==> src/rtl/reg_file_mp_pkg.sv <==
// Shared defaults and address-acceptance helper for the multi-port register file.
// Latency: n/a (compile-time constants and a pure function).
// Backpressure: n/a.
package reg_file_mp_pkg;

    localparam int DEF_WIDTH    = 32;
    localparam int DEF_NUM_REGS = 32;
    localparam int DEF_ADDR_LEN = 5;

    // An address names a real, writable register: in range and not the
    // hardwired zero register (when that option is on). Reads, writes and
    // scoreboard sets all use this single rule.
    function automatic logic reg_accept(
        input logic [31:0] addr,
        input int          num_regs,
        input logic        zero_reg
    );
        return (addr < 32'(num_regs)) && !(zero_reg && (addr == 32'd0));
    endfunction

endpackage

==> src/rtl/reg_file_mp_if.sv <==
// Register-file bus: decode-side reads and scoreboard sets, writeback-side writes.
// Latency: n/a (signal bundle only).
// Backpressure: none; the register file accepts every request every cycle.
//   master : decode/writeback side, drives requests and observes results
//   slave  : register file, consumes requests and drives rd_* and busy_vec
interface reg_file_mp_if
    import reg_file_mp_pkg::*;
#(
    parameter int WIDTH    = DEF_WIDTH,
    parameter int NUM_REGS = DEF_NUM_REGS,
    parameter int ADDR_LEN = DEF_ADDR_LEN,
    parameter int NUM_RD   = 2,
    parameter int NUM_WR   = 1
) ();

    logic [NUM_RD-1:0]          rd_en;
    logic [NUM_RD*ADDR_LEN-1:0] rd_addr;
    logic [NUM_RD*WIDTH-1:0]    rd_data;
    logic [NUM_RD-1:0]          rd_valid;
    logic [NUM_RD-1:0]          rd_busy;

    logic [NUM_WR-1:0]          wr_en;
    logic [NUM_WR*ADDR_LEN-1:0] wr_addr;
    logic [NUM_WR*WIDTH-1:0]    wr_data;

    logic                       sb_set;
    logic [ADDR_LEN-1:0]        sb_addr;
    logic [NUM_REGS-1:0]        busy_vec;

    modport master (
        output rd_en, rd_addr, wr_en, wr_addr, wr_data, sb_set, sb_addr,
        input  rd_data, rd_valid, rd_busy, busy_vec
    );

    modport slave (
        input  rd_en, rd_addr, wr_en, wr_addr, wr_data, sb_set, sb_addr,
        output rd_data, rd_valid, rd_busy, busy_vec
    );

endinterface

==> src/rtl/reg_file_rd_port.sv <==
// One registered read port: address decode, storage mux, write bypass, output regs.
// Latency: 1 cycle from rd_en to rd_valid/rd_data/rd_busy.
// Backpressure: none; a request is served every cycle, idle cycles hold data/busy.
//   in : clk, rst_n, rd_en, rd_addr, mem (storage), busy (scoreboard),
//        wr_acc/wr_addr/wr_data (this cycle's accepted writes)
//   out: rd_data, rd_valid, rd_busy
module reg_file_rd_port
    import reg_file_mp_pkg::*;
#(
    parameter int WIDTH    = DEF_WIDTH,
    parameter int NUM_REGS = DEF_NUM_REGS,
    parameter int ADDR_LEN = DEF_ADDR_LEN,
    parameter int NUM_WR   = 1,
    parameter int BYPASS   = 1,
    parameter int ZERO_REG = 1
) (
    input  logic                       clk,
    input  logic                       rst_n,
    input  logic                       rd_en,
    input  logic [ADDR_LEN-1:0]        rd_addr,
    input  logic [WIDTH-1:0]           mem [NUM_REGS],
    input  logic [NUM_REGS-1:0]        busy,
    input  logic [NUM_WR-1:0]          wr_acc,
    input  logic [NUM_WR*ADDR_LEN-1:0] wr_addr,
    input  logic [NUM_WR*WIDTH-1:0]    wr_data,
    output logic [WIDTH-1:0]           rd_data,
    output logic                       rd_valid,
    output logic                       rd_busy
);

    logic             addr_ok;
    logic [WIDTH-1:0] arr_data;
    logic             arr_busy;
    logic             byp_hit;
    logic [WIDTH-1:0] byp_data;
    logic [WIDTH-1:0] nxt_data;
    logic             nxt_busy;

    always_comb begin
        addr_ok  = reg_accept(32'(rd_addr), NUM_REGS, ZERO_REG != 0);
        arr_data = '0;
        arr_busy = 1'b0;
        for (int i = 0; i < NUM_REGS; i++) begin
            if (32'(rd_addr) == 32'(i)) begin
                arr_data = mem[i];
                arr_busy = busy[i];
            end
        end

        // Ascending scan so the highest-indexed matching write port wins,
        // matching the priority used when the storage is updated.
        byp_hit  = 1'b0;
        byp_data = '0;
        if (BYPASS != 0) begin
            for (int w = 0; w < NUM_WR; w++) begin
                if (wr_acc[w] && (wr_addr[w*ADDR_LEN +: ADDR_LEN] == rd_addr)) begin
                    byp_hit  = 1'b1;
                    byp_data = wr_data[w*WIDTH +: WIDTH];
                end
            end
        end

        // A forwarded write is also the writeback that clears the busy bit,
        // so a bypassed read reports not-busy. Same-cycle sb_set is not visible.
        nxt_data = !addr_ok ? '0 : (byp_hit ? byp_data : arr_data);
        nxt_busy = addr_ok && !byp_hit && arr_busy;
    end

    always_ff @(posedge clk or negedge rst_n) begin
        if (!rst_n) begin
            rd_data  <= '0;
            rd_valid <= 1'b0;
            rd_busy  <= 1'b0;
        end else begin
            rd_valid <= rd_en;
            if (rd_en) begin
                rd_data <= nxt_data;
                rd_busy <= nxt_busy;
            end
        end
    end

endmodule

==> src/rtl/reg_file_mp.sv <==
// Multi-port register file with per-register busy scoreboard for hazard detection.
// Latency: reads 1 cycle; writes and scoreboard updates visible after the next edge.
// Backpressure: none; all read, write and sb_set requests are accepted every cycle.
//   in : clk, rst_n, bus (slave modport: rd_en/rd_addr, wr_en/wr_addr/wr_data, sb_set/sb_addr)
//   out: bus.rd_data/rd_valid/rd_busy (registered), bus.busy_vec (registered scoreboard)
module reg_file_mp
    import reg_file_mp_pkg::*;
#(
    parameter int WIDTH    = DEF_WIDTH,
    parameter int NUM_REGS = DEF_NUM_REGS,
    parameter int ADDR_LEN = DEF_ADDR_LEN,
    parameter int NUM_RD   = 2,
    parameter int NUM_WR   = 1,
    parameter int BYPASS   = 1,
    parameter int ZERO_REG = 1
) (
    input  logic          clk,
    input  logic          rst_n,
    reg_file_mp_if.slave  bus
);

    logic [WIDTH-1:0]        mem [NUM_REGS];
    logic [NUM_REGS-1:0]     busy_q;

    logic [NUM_WR-1:0]       wr_acc;
    logic [NUM_REGS-1:0]     reg_we;
    logic [WIDTH-1:0]        reg_wd [NUM_REGS];
    logic                    sb_ok;
    logic [NUM_REGS-1:0]     sb_set_vec;

    logic [NUM_RD*WIDTH-1:0] rd_data_w;
    logic [NUM_RD-1:0]       rd_valid_w;
    logic [NUM_RD-1:0]       rd_busy_w;

    // Write acceptance: out-of-range and zero-register writes are dropped here,
    // so they neither update storage nor clear a busy bit.
    always_comb begin
        for (int w = 0; w < NUM_WR; w++) begin
            wr_acc[w] = bus.wr_en[w] &&
                        reg_accept(32'(bus.wr_addr[w*ADDR_LEN +: ADDR_LEN]), NUM_REGS, ZERO_REG != 0);
        end
    end

    // Per-register write resolve; later ports overwrite earlier ones.
    always_comb begin
        reg_we = '0;
        for (int i = 0; i < NUM_REGS; i++) begin
            reg_wd[i] = '0;
            for (int w = 0; w < NUM_WR; w++) begin
                if (wr_acc[w] && (32'(bus.wr_addr[w*ADDR_LEN +: ADDR_LEN]) == 32'(i))) begin
                    reg_we[i] = 1'b1;
                    reg_wd[i] = bus.wr_data[w*WIDTH +: WIDTH];
                end
            end
        end
    end

    always_comb begin
        sb_ok = bus.sb_set && reg_accept(32'(bus.sb_addr), NUM_REGS, ZERO_REG != 0);
        for (int i = 0; i < NUM_REGS; i++) begin
            sb_set_vec[i] = sb_ok && (32'(bus.sb_addr) == 32'(i));
        end
    end

    always_ff @(posedge clk or negedge rst_n) begin
        if (!rst_n) begin
            for (int i = 0; i < NUM_REGS; i++) begin
                mem[i] <= '0;
            end
        end else begin
            for (int i = 0; i < NUM_REGS; i++) begin
                if (reg_we[i]) begin
                    mem[i] <= reg_wd[i];
                end
            end
        end
    end

    // Clear from writeback is applied first so a same-cycle issue keeps the
    // register pending (the new producer has not written back yet).
    always_ff @(posedge clk or negedge rst_n) begin
        if (!rst_n) begin
            busy_q <= '0;
        end else begin
            busy_q <= (busy_q & ~reg_we) | sb_set_vec;
        end
    end

    assign bus.busy_vec = busy_q;

    for (genvar p = 0; p < NUM_RD; p++) begin : g_rd
        reg_file_rd_port #(
            .WIDTH    (WIDTH),
            .NUM_REGS (NUM_REGS),
            .ADDR_LEN (ADDR_LEN),
            .NUM_WR   (NUM_WR),
            .BYPASS   (BYPASS),
            .ZERO_REG (ZERO_REG)
        ) u_rd_port (
            .clk      (clk),
            .rst_n    (rst_n),
            .rd_en    (bus.rd_en[p]),
            .rd_addr  (bus.rd_addr[p*ADDR_LEN +: ADDR_LEN]),
            .mem      (mem),
            .busy     (busy_q),
            .wr_acc   (wr_acc),
            .wr_addr  (bus.wr_addr),
            .wr_data  (bus.wr_data),
            .rd_data  (rd_data_w[p*WIDTH +: WIDTH]),
            .rd_valid (rd_valid_w[p]),
            .rd_busy  (rd_busy_w[p])
        );
    end

    assign bus.rd_data  = rd_data_w;
    assign bus.rd_valid = rd_valid_w;
    assign bus.rd_busy  = rd_busy_w;

endmodule
==> src/flat_wrapper.sv <==
// flat-port wrapper written by rule: the top's interface ports become plain ports
module reg_file_mp_flat import reg_file_mp_pkg::*;
#(
    parameter int WIDTH    = DEF_WIDTH,
    parameter int NUM_REGS = DEF_NUM_REGS,
    parameter int ADDR_LEN = DEF_ADDR_LEN,
    parameter int NUM_RD   = 2,
    parameter int NUM_WR   = 1,
    parameter int BYPASS   = 1,
    parameter int ZERO_REG = 1
)
  (clk, rst_n, bus_rd_en, bus_rd_addr, bus_wr_en, bus_wr_addr, bus_wr_data, bus_sb_set, bus_sb_addr, bus_rd_data, bus_rd_valid, bus_rd_busy, bus_busy_vec);
  reg_file_mp_if #(.WIDTH(WIDTH), .NUM_REGS(NUM_REGS), .ADDR_LEN(ADDR_LEN), .NUM_RD(NUM_RD), .NUM_WR(NUM_WR)) bus_i ();
  input  logic clk;
  input  logic rst_n;
  input wire logic [$bits(bus_i.rd_en)-1:0] bus_rd_en;
  input wire logic [$bits(bus_i.rd_addr)-1:0] bus_rd_addr;
  input wire logic [$bits(bus_i.wr_en)-1:0] bus_wr_en;
  input wire logic [$bits(bus_i.wr_addr)-1:0] bus_wr_addr;
  input wire logic [$bits(bus_i.wr_data)-1:0] bus_wr_data;
  input wire logic [$bits(bus_i.sb_set)-1:0] bus_sb_set;
  input wire logic [$bits(bus_i.sb_addr)-1:0] bus_sb_addr;
  output wire logic [$bits(bus_i.rd_data)-1:0] bus_rd_data;
  output wire logic [$bits(bus_i.rd_valid)-1:0] bus_rd_valid;
  output wire logic [$bits(bus_i.rd_busy)-1:0] bus_rd_busy;
  output wire logic [$bits(bus_i.busy_vec)-1:0] bus_busy_vec;
  assign bus_i.rd_en = bus_rd_en;
  assign bus_i.rd_addr = bus_rd_addr;
  assign bus_i.wr_en = bus_wr_en;
  assign bus_i.wr_addr = bus_wr_addr;
  assign bus_i.wr_data = bus_wr_data;
  assign bus_i.sb_set = bus_sb_set;
  assign bus_i.sb_addr = bus_sb_addr;
  assign bus_rd_data = bus_i.rd_data;
  assign bus_rd_valid = bus_i.rd_valid;
  assign bus_rd_busy = bus_i.rd_busy;
  assign bus_busy_vec = bus_i.busy_vec;
  reg_file_mp #(.WIDTH(WIDTH), .NUM_REGS(NUM_REGS), .ADDR_LEN(ADDR_LEN), .NUM_RD(NUM_RD), .NUM_WR(NUM_WR), .BYPASS(BYPASS), .ZERO_REG(ZERO_REG)) u_core (.clk(clk), .rst_n(rst_n), .bus(bus_i));
endmodule
==> config.mk <==
export PLATFORM = sky130hd
export DESIGN_NAME = reg_file_mp_flat
export DESIGN_NICKNAME = d
export VERILOG_FILES = /design/src/rtl/reg_file_mp_pkg.sv /design/src/rtl/reg_file_mp_if.sv /design/src/rtl/reg_file_rd_port.sv /design/src/rtl/reg_file_mp.sv /design/src/flat_wrapper.sv
export SDC_FILE = /design/constraint.sdc
export NUM_CORES = 2
export LEC_CHECK = 0
export ABC_CLOCK_PERIOD_IN_PS = 3200
export BUFFER_PORTS_ARGS = -buffer_cell sky130_fd_sc_hd__buf_2
export CAP_MARGIN = 15
export CORE_MARGIN = 2
export CORE_UTILIZATION = 45
export DETAILED_ROUTE_END_ITERATION = 6
export PLACE_DENSITY = 0.63
export SYNTH_ARGS = -nofsm -noshare
export SYNTH_HDL_FRONTEND = slang
export SYNTH_HIERARCHICAL = 1
export SYNTH_SLANG_ARGS = --single-unit
==> constraint.sdc <==
create_clock -name clk -period 3.2 [get_ports clk]
set_input_delay 0.32 -clock clk [delete_from_list [all_inputs] [get_ports clk]]
set_output_delay 0.32 -clock clk [all_outputs]
set_load 0.005 [all_outputs]
# --- Word level (Yosys, flattened, before mapping) ---
# Index checks and enable logic that the tools add are counted.
totals:
  ff_bits: 1092
  input_bits: 58
  wordCells: 446
classes:
  eq_ne: 126
  n_mux: 197
  n_bitwise: 3
  n_reduce_logical: 82
ops:
  columns: ["operator", "count"]
  rows:
  - ["2-to-1 mux 32 bit", 99]
  - ["equality test 5 bit, second input constant", 64]
  - ["equality test 5 x 4 -> 1 bit, second input constant", 32]
  - ["2-to-1 mux 1 bit", 98]
  - ["equality test 5 x 3 -> 1 bit, second input constant", 16]
  - ["logical AND 1 bit", 72]
  - ["equality test 5 x 2 -> 1 bit, second input constant", 8]
  - ["AND 32 bit", 1]
  - ["NOT 32 bit", 1]
  - ["bitwise OR 32 bit", 1]
  - ["equality test 5 x 1 -> 1 bit, second input constant", 4]
  - ["zero test 5 bit", 4]
  - ["equality test 5 bit", 2]
  - ["zero test 1 bit", 6]

# --- Longest topological paths before layout ---
logic_depth:
  depth_word: 34
  ltp_mapped: 11

# --- Hierarchy ---
# The synthesis kept the hierarchy.
modules_own_cells:
  columns: ["module", "instances", "cells_per_inst", "area_per_inst_um2"]
  rows:
  - ["reg_file_mp", 1, 2398, 39347.7]
  - ["reg_file_rd_port", 2, 1302, 8976.1]

# --- Worst setup path before layout ---
# Ideal clock, no wire load.
synth_timing:
  path_type: "input to register"
  start: "input port bus_wr_addr[4]"
  end: "register u_core.g_rd[0].u_rd_port.rd_data[28]"
  setup_time_ps: 135
  arrival_time_ps: 2070
  setup_slack_ps: 995
  cell_stages: 10
  cell_sequence: "or2_2 clkbuf_1 o41a_1 nand2_1 or2_1 buf_2 buf_1 nand4_1 nor4_1 a32oi_1"
synth_via:
  elab_chain_len: 7
  elab_cells_between_ends: 9
  cone_classes: "eq/ne: 1; mux: 4; reduce/logical: 4"
synth_lines:
  columns: ["item", "line", "source"]
  rows:
  - ["start, declared", "flat_wrapper.sv:19", "input wire logic [$bits(bus_i.wr_addr)-1:0] bus_wr_addr;"]
  - ["zero test 5 bit *", "reg_file_mp_pkg.sv:18", "return (addr < 32'(num_regs)) && !(zero_reg && (addr == 32'd0));"]
  - ["zero test 1 bit *", "reg_file_mp_pkg.sv:18", null]
  - ["logical AND 1 bit *", "reg_file_mp.sv:39", "wr_acc[w] = bus.wr_en[w] &&"]
  - ["via u_core.wr_acc", "reg_file_mp.sv:25", "logic [NUM_WR-1:0] wr_acc;"]
  - ["logical AND 1 bit *", "reg_file_rd_port.sv:56", "if (wr_acc[w] && (wr_addr[w*ADDR_LEN +: ADDR_LEN] == rd_addr)) begin"]
  - ["2-to-1 mux 32 bit or 2-to-1 mux 1 bit (tied branches)", "reg_file_rd_port.sv:56", null]
  - ["2-to-1 mux 32 bit * (2 in a row)", "reg_file_rd_port.sv:65", "nxt_data = !addr_ok ? '0 : (byp_hit ? byp_data : arr_data);"]
  - ["end signal, assigned", "reg_file_rd_port.sv:77", "rd_data <= nxt_data;"]
  - ["end, declared", "reg_file_rd_port.sv:26", "output logic [WIDTH-1:0] rd_data,"]
# The timed path passes the listed nets; every way through them passes the cells marked *.
# A chain may end at the register's enable or synchronous reset.

# --- Worst setup path after layout ---
layout_timing:
  start: "input port bus_rd_addr[4]"
  end: "register u_core.g_rd[0].u_rd_port.rd_data[9]"
layout_via:
  elab_chain_len: 34
  elab_cells_between_ends: 69
  cone_classes: "eq/ne: 32; mux: 35; reduce/logical: 2"
layout_lines:
  columns: ["item", "line", "source"]
  rows:
  - ["start, declared", "flat_wrapper.sv:17", "input wire logic [$bits(bus_i.rd_addr)-1:0] bus_rd_addr;"]
  - ["equality test 5 x 1 -> 1 bit", "reg_file_rd_port.sv:44", "if (32'(rd_addr) == 32'(i)) begin"]
  - ["2-to-1 mux 32 bit (31 in a row)", "reg_file_rd_port.sv:44", null]
  - ["2-to-1 mux 32 bit", "reg_file_rd_port.sv:65", null]
  - ["2-to-1 mux 32 bit *", "reg_file_rd_port.sv:65", null]
# Mark *: on every way between the ends. The rest lies on a longest branch, timed or not.

==> PnR_summary.wiki <==
{| class="wikitable"
! Metric !! Value
|-
| Outcome || finished, violations left
|-
| Violations in the final reports || design-rule violations
|-
| Chip Width || 358 µm
|-
| Minimum clock period after layout || 2.75 ns
|-
| Post-Route Hold Slack || 0.0691 ns
|-
| Smallest setup slack after layout || 0.450 ns
|-
| End-of-flow core utilization || 54.1%
|-
| CP endpoint kind || register
|-
| Average footprint of a synthesized cell || 11.4 µm²
|-
| Insertion delay of the later-clocked pin in the worst-skew pair || 0.81 ns
|-
| Synth warnings || 6
|-
| Fraction of final layout cells with drive strength greater than 1 || 35.9%
|-
| RR Endpoint || u_core/g_rd[0].u_rd_port/rd_data[9]$_DFFE_PN0P_
|-
| Buffer type at the clock tree root || sky130_fd_sc_hd__clkbuf_16
|-
| Hold Path Sink || u_core/bus.busy_vec[31]$_DFF_PN0_
|-
| Clock input transition at the sequential cells of the worst setup and hold paths || 0.06 ns
|-
| Hold WC Path Type || input port to register
|-
| Pin count of the biggest net entering global routing || 95
|-
| Routed via count || 51300
|-
| Post-Route Skew || 0.0778 ns
|-
| Cell area after synthesis || 0.0564 mm²
|-
| Slew at the pin with the worst max-slew slack || 1.08 ns
|-
| Worst-path fanout max || 20
|-
| Vias in the first global route || 48900
|-
| Full die area || 0.128 mm²
|-
| Worst Hold Path Cells || 3
|-
| Clock tree from TritonCTS || done
|-
| Final Cycle Share || 86.0%
|-
| Worst setup slack before clock tree synthesis || -0.110 ns
|-
| CTS Buf Count || 121
|-
| Number of nets in the finished design || 5358
|-
| Leakage power figure || 29.1 nW
|-
| Worst setup path class || input port to register
|-
| Sum of net half-perimeters after detailed placement || 214000 µm
|-
| Global-route wire length before repair || 413000 µm
|-
| Worst R2R Path Depth || 7
|-
| Launch point of the worst reg-to-reg path || u_core/mem[649]$_DFFE_PN0P_
|-
| Count of antenna-violating nets left after detailed routing || 0
|-
| Type of origin of the critical path || input port
|-
| Total of cells resized after clock tree synthesis || 0
|-
| Routability-driven placement congestion ratio || 1.10
|-
| GRT Total Usage || 46.9%
|-
| Launching instance or port of the critical path || bus_rd_addr[4]
|-
| Starting DRT DRC Count || 8115
|-
| Post-synthesis to final-layout area growth || 18.9%
|-
| Final Setup Violations || 0
|-
| VDD IR max || 563 µV
|-
| Total of buffers placed on input and output ports || 157
|-
| Average routed wire per standard cell || 43.3 µm
|-
| Clock Sink Count || 1092
|-
| Floorplan die height || 358 µm
|-
| Number of search-and-repair iterations in the first detailed-routing pass || 7
|-
| Power per Cell Area || 610 mW/mm²
|-
| Reg-to-reg setup timing slack || 0.66 ns
|-
| Number of I/O pins || 158
|-
| Total number of placement rows || 129
|-
| Total count of hold-check failures in the final report || 0
|-
| DR DRC count || 12
|-
| Post-synthesis instance total || 4938
|-
| Vias per Instance || 7.29
|-
| Required time at the worst-slack endpoint || 3.85 ns
|-
| Max Fclk || 364 MHz
|-
| Antenna violations before repair || 15
|-
| Buffers inserted during post-CTS setup optimization || 0
|-
| Final Max Slew Viols || 0
|-
| Total routed wirelength || 305000 µm
|-
| Worst relative slew slack || 27.6%
|-
| Depth of the CTS H-tree || 3
|-
| Hold Buf Count CTS || 11
|-
| Placeable core area || 0.124 mm²
|-
| Net count after synthesis || 4996
|-
| RSZ-0062 raised after global routing || no
|-
| Starting density of the core || 45.5%
|-
| Startpoint of the most critical hold path || bus_sb_set
|-
| Gr ovfl total || 0
|-
| Max-cap violations || 0
|-
| Maximum clock path buffer count || 3
|-
| Arrival time worst endpoint || 3.40 ns
|}
power by group:
group	total, W	internal, W	switching, W
logic	0.00678	0.00318	0.00360
registers	0.0193	0.0165	0.00277
clock network	0.0148	0.00860	0.00623
total	0.0409	0.0283	0.0126
cell usage in the layout (no fill, tap or decap), drive strengths merged, types with 30 or more instances in the layout:
cell and instances:
nor2 220, a21oi 174, o221ai 42, mux2 1014
dfrtp 1092, o211ai 36, nand3 64, a222oi 52
a31oi 34, o21ai 153, a211oi 38, buf 694
a22oi 572, clkbuf 174, o22ai 30, nor3 59
a221oi 48, nand4 113, a22o 77, nand2 237
nor2b 44
layout make-up:
| type | instances | area, µm² |
|---|---|---|
| repair buffers | 705 | 6120 |
| fillers | 10900 | 56900 |
| clock inverters | 45 | 667 |
| inverters | 23 | 86.3 |
| flip-flops and latches | 1092 | 27300 |
| diodes | 8 | 20.0 |
| well taps | 1637 | 2050 |
| clock buffers | 174 | 3490 |
| multi-input cells | 3357 | 27300 |
critical path, stage by stage:
cell                       delay, ns
sky130_fd_sc_hd__buf_2          0.31
sky130_fd_sc_hd__buf_4          0.41
sky130_fd_sc_hd__nor2_2         0.24
sky130_fd_sc_hd__a32o_1         0.32
sky130_fd_sc_hd__a222oi_1       0.32
sky130_fd_sc_hd__a21boi_1       0.25
sky130_fd_sc_hd__nand4_1        0.14
sky130_fd_sc_hd__nor4_1         0.73
sky130_fd_sc_hd__buf_4          0.23
sky130_fd_sc_hd__o221ai_1       0.11
state kept, by name (all words and copies together), names as in the netlist:
register / count
u_core/mem: 992
u_core/g_rd.u_rd_port/rd_data: 64
u_core/bus.busy_vec: 32
u_core/g_rd.u_rd_port/rd_busy: 2
u_core/g_rd.u_rd_port/rd_valid: 2
how the worst max path moves through the flow:
stage | cells after the start | to | slack (ns)
after floorplan | 10 | u_core/g_rd[0].u_rd_port/rd_data[28]$_DFFE_PN0P_ | 0.99
after global placement | 10 | u_core/g_rd[0].u_rd_port/rd_data[9]$_DFFE_PN0P_ | -0.15
after detailed placement | 10 | u_core/g_rd[0].u_rd_port/rd_data[9]$_DFFE_PN0P_ | -0.11
after global routing | 10 | u_core/g_rd[0].u_rd_port/rd_data[17]$_DFFE_PN0P_ | 0.51
final | 10 | u_core/g_rd[0].u_rd_port/rd_data[9]$_DFFE_PN0P_ | 0.45
after CTS | 10 | u_core/g_rd[0].u_rd_port/rd_data[17]$_DFFE_PN0P_ | 0.69
routing by layer:
layer	vias to the layer above	share of wire, %	global-route usage (%)
met1	26500	39	62.6
met5	-	0.064	0.852
met3	983	13	17.0
li1	19800	-	-
met4	8	6.6	25.8
met2	4081	41	65.9
metrics by stage:
step / TNS, ns / instances / cell area [µm²] / total power [W]
finish: 0 / 7041 / 67000 / 0.0409
global route: 0 / 7033 / 67000 / 0.0421
CTS: 0 / 7033 / 67000 / 0.0407
floorplan: 0 / 4938 / 56400 / 0.0220
detailed placement: -0.219 / 6803 / 62800 / 0.0259
global placement: -0.369 / 6803 / 62800 / 0.0257
Power figures use the tool's default switching activity.
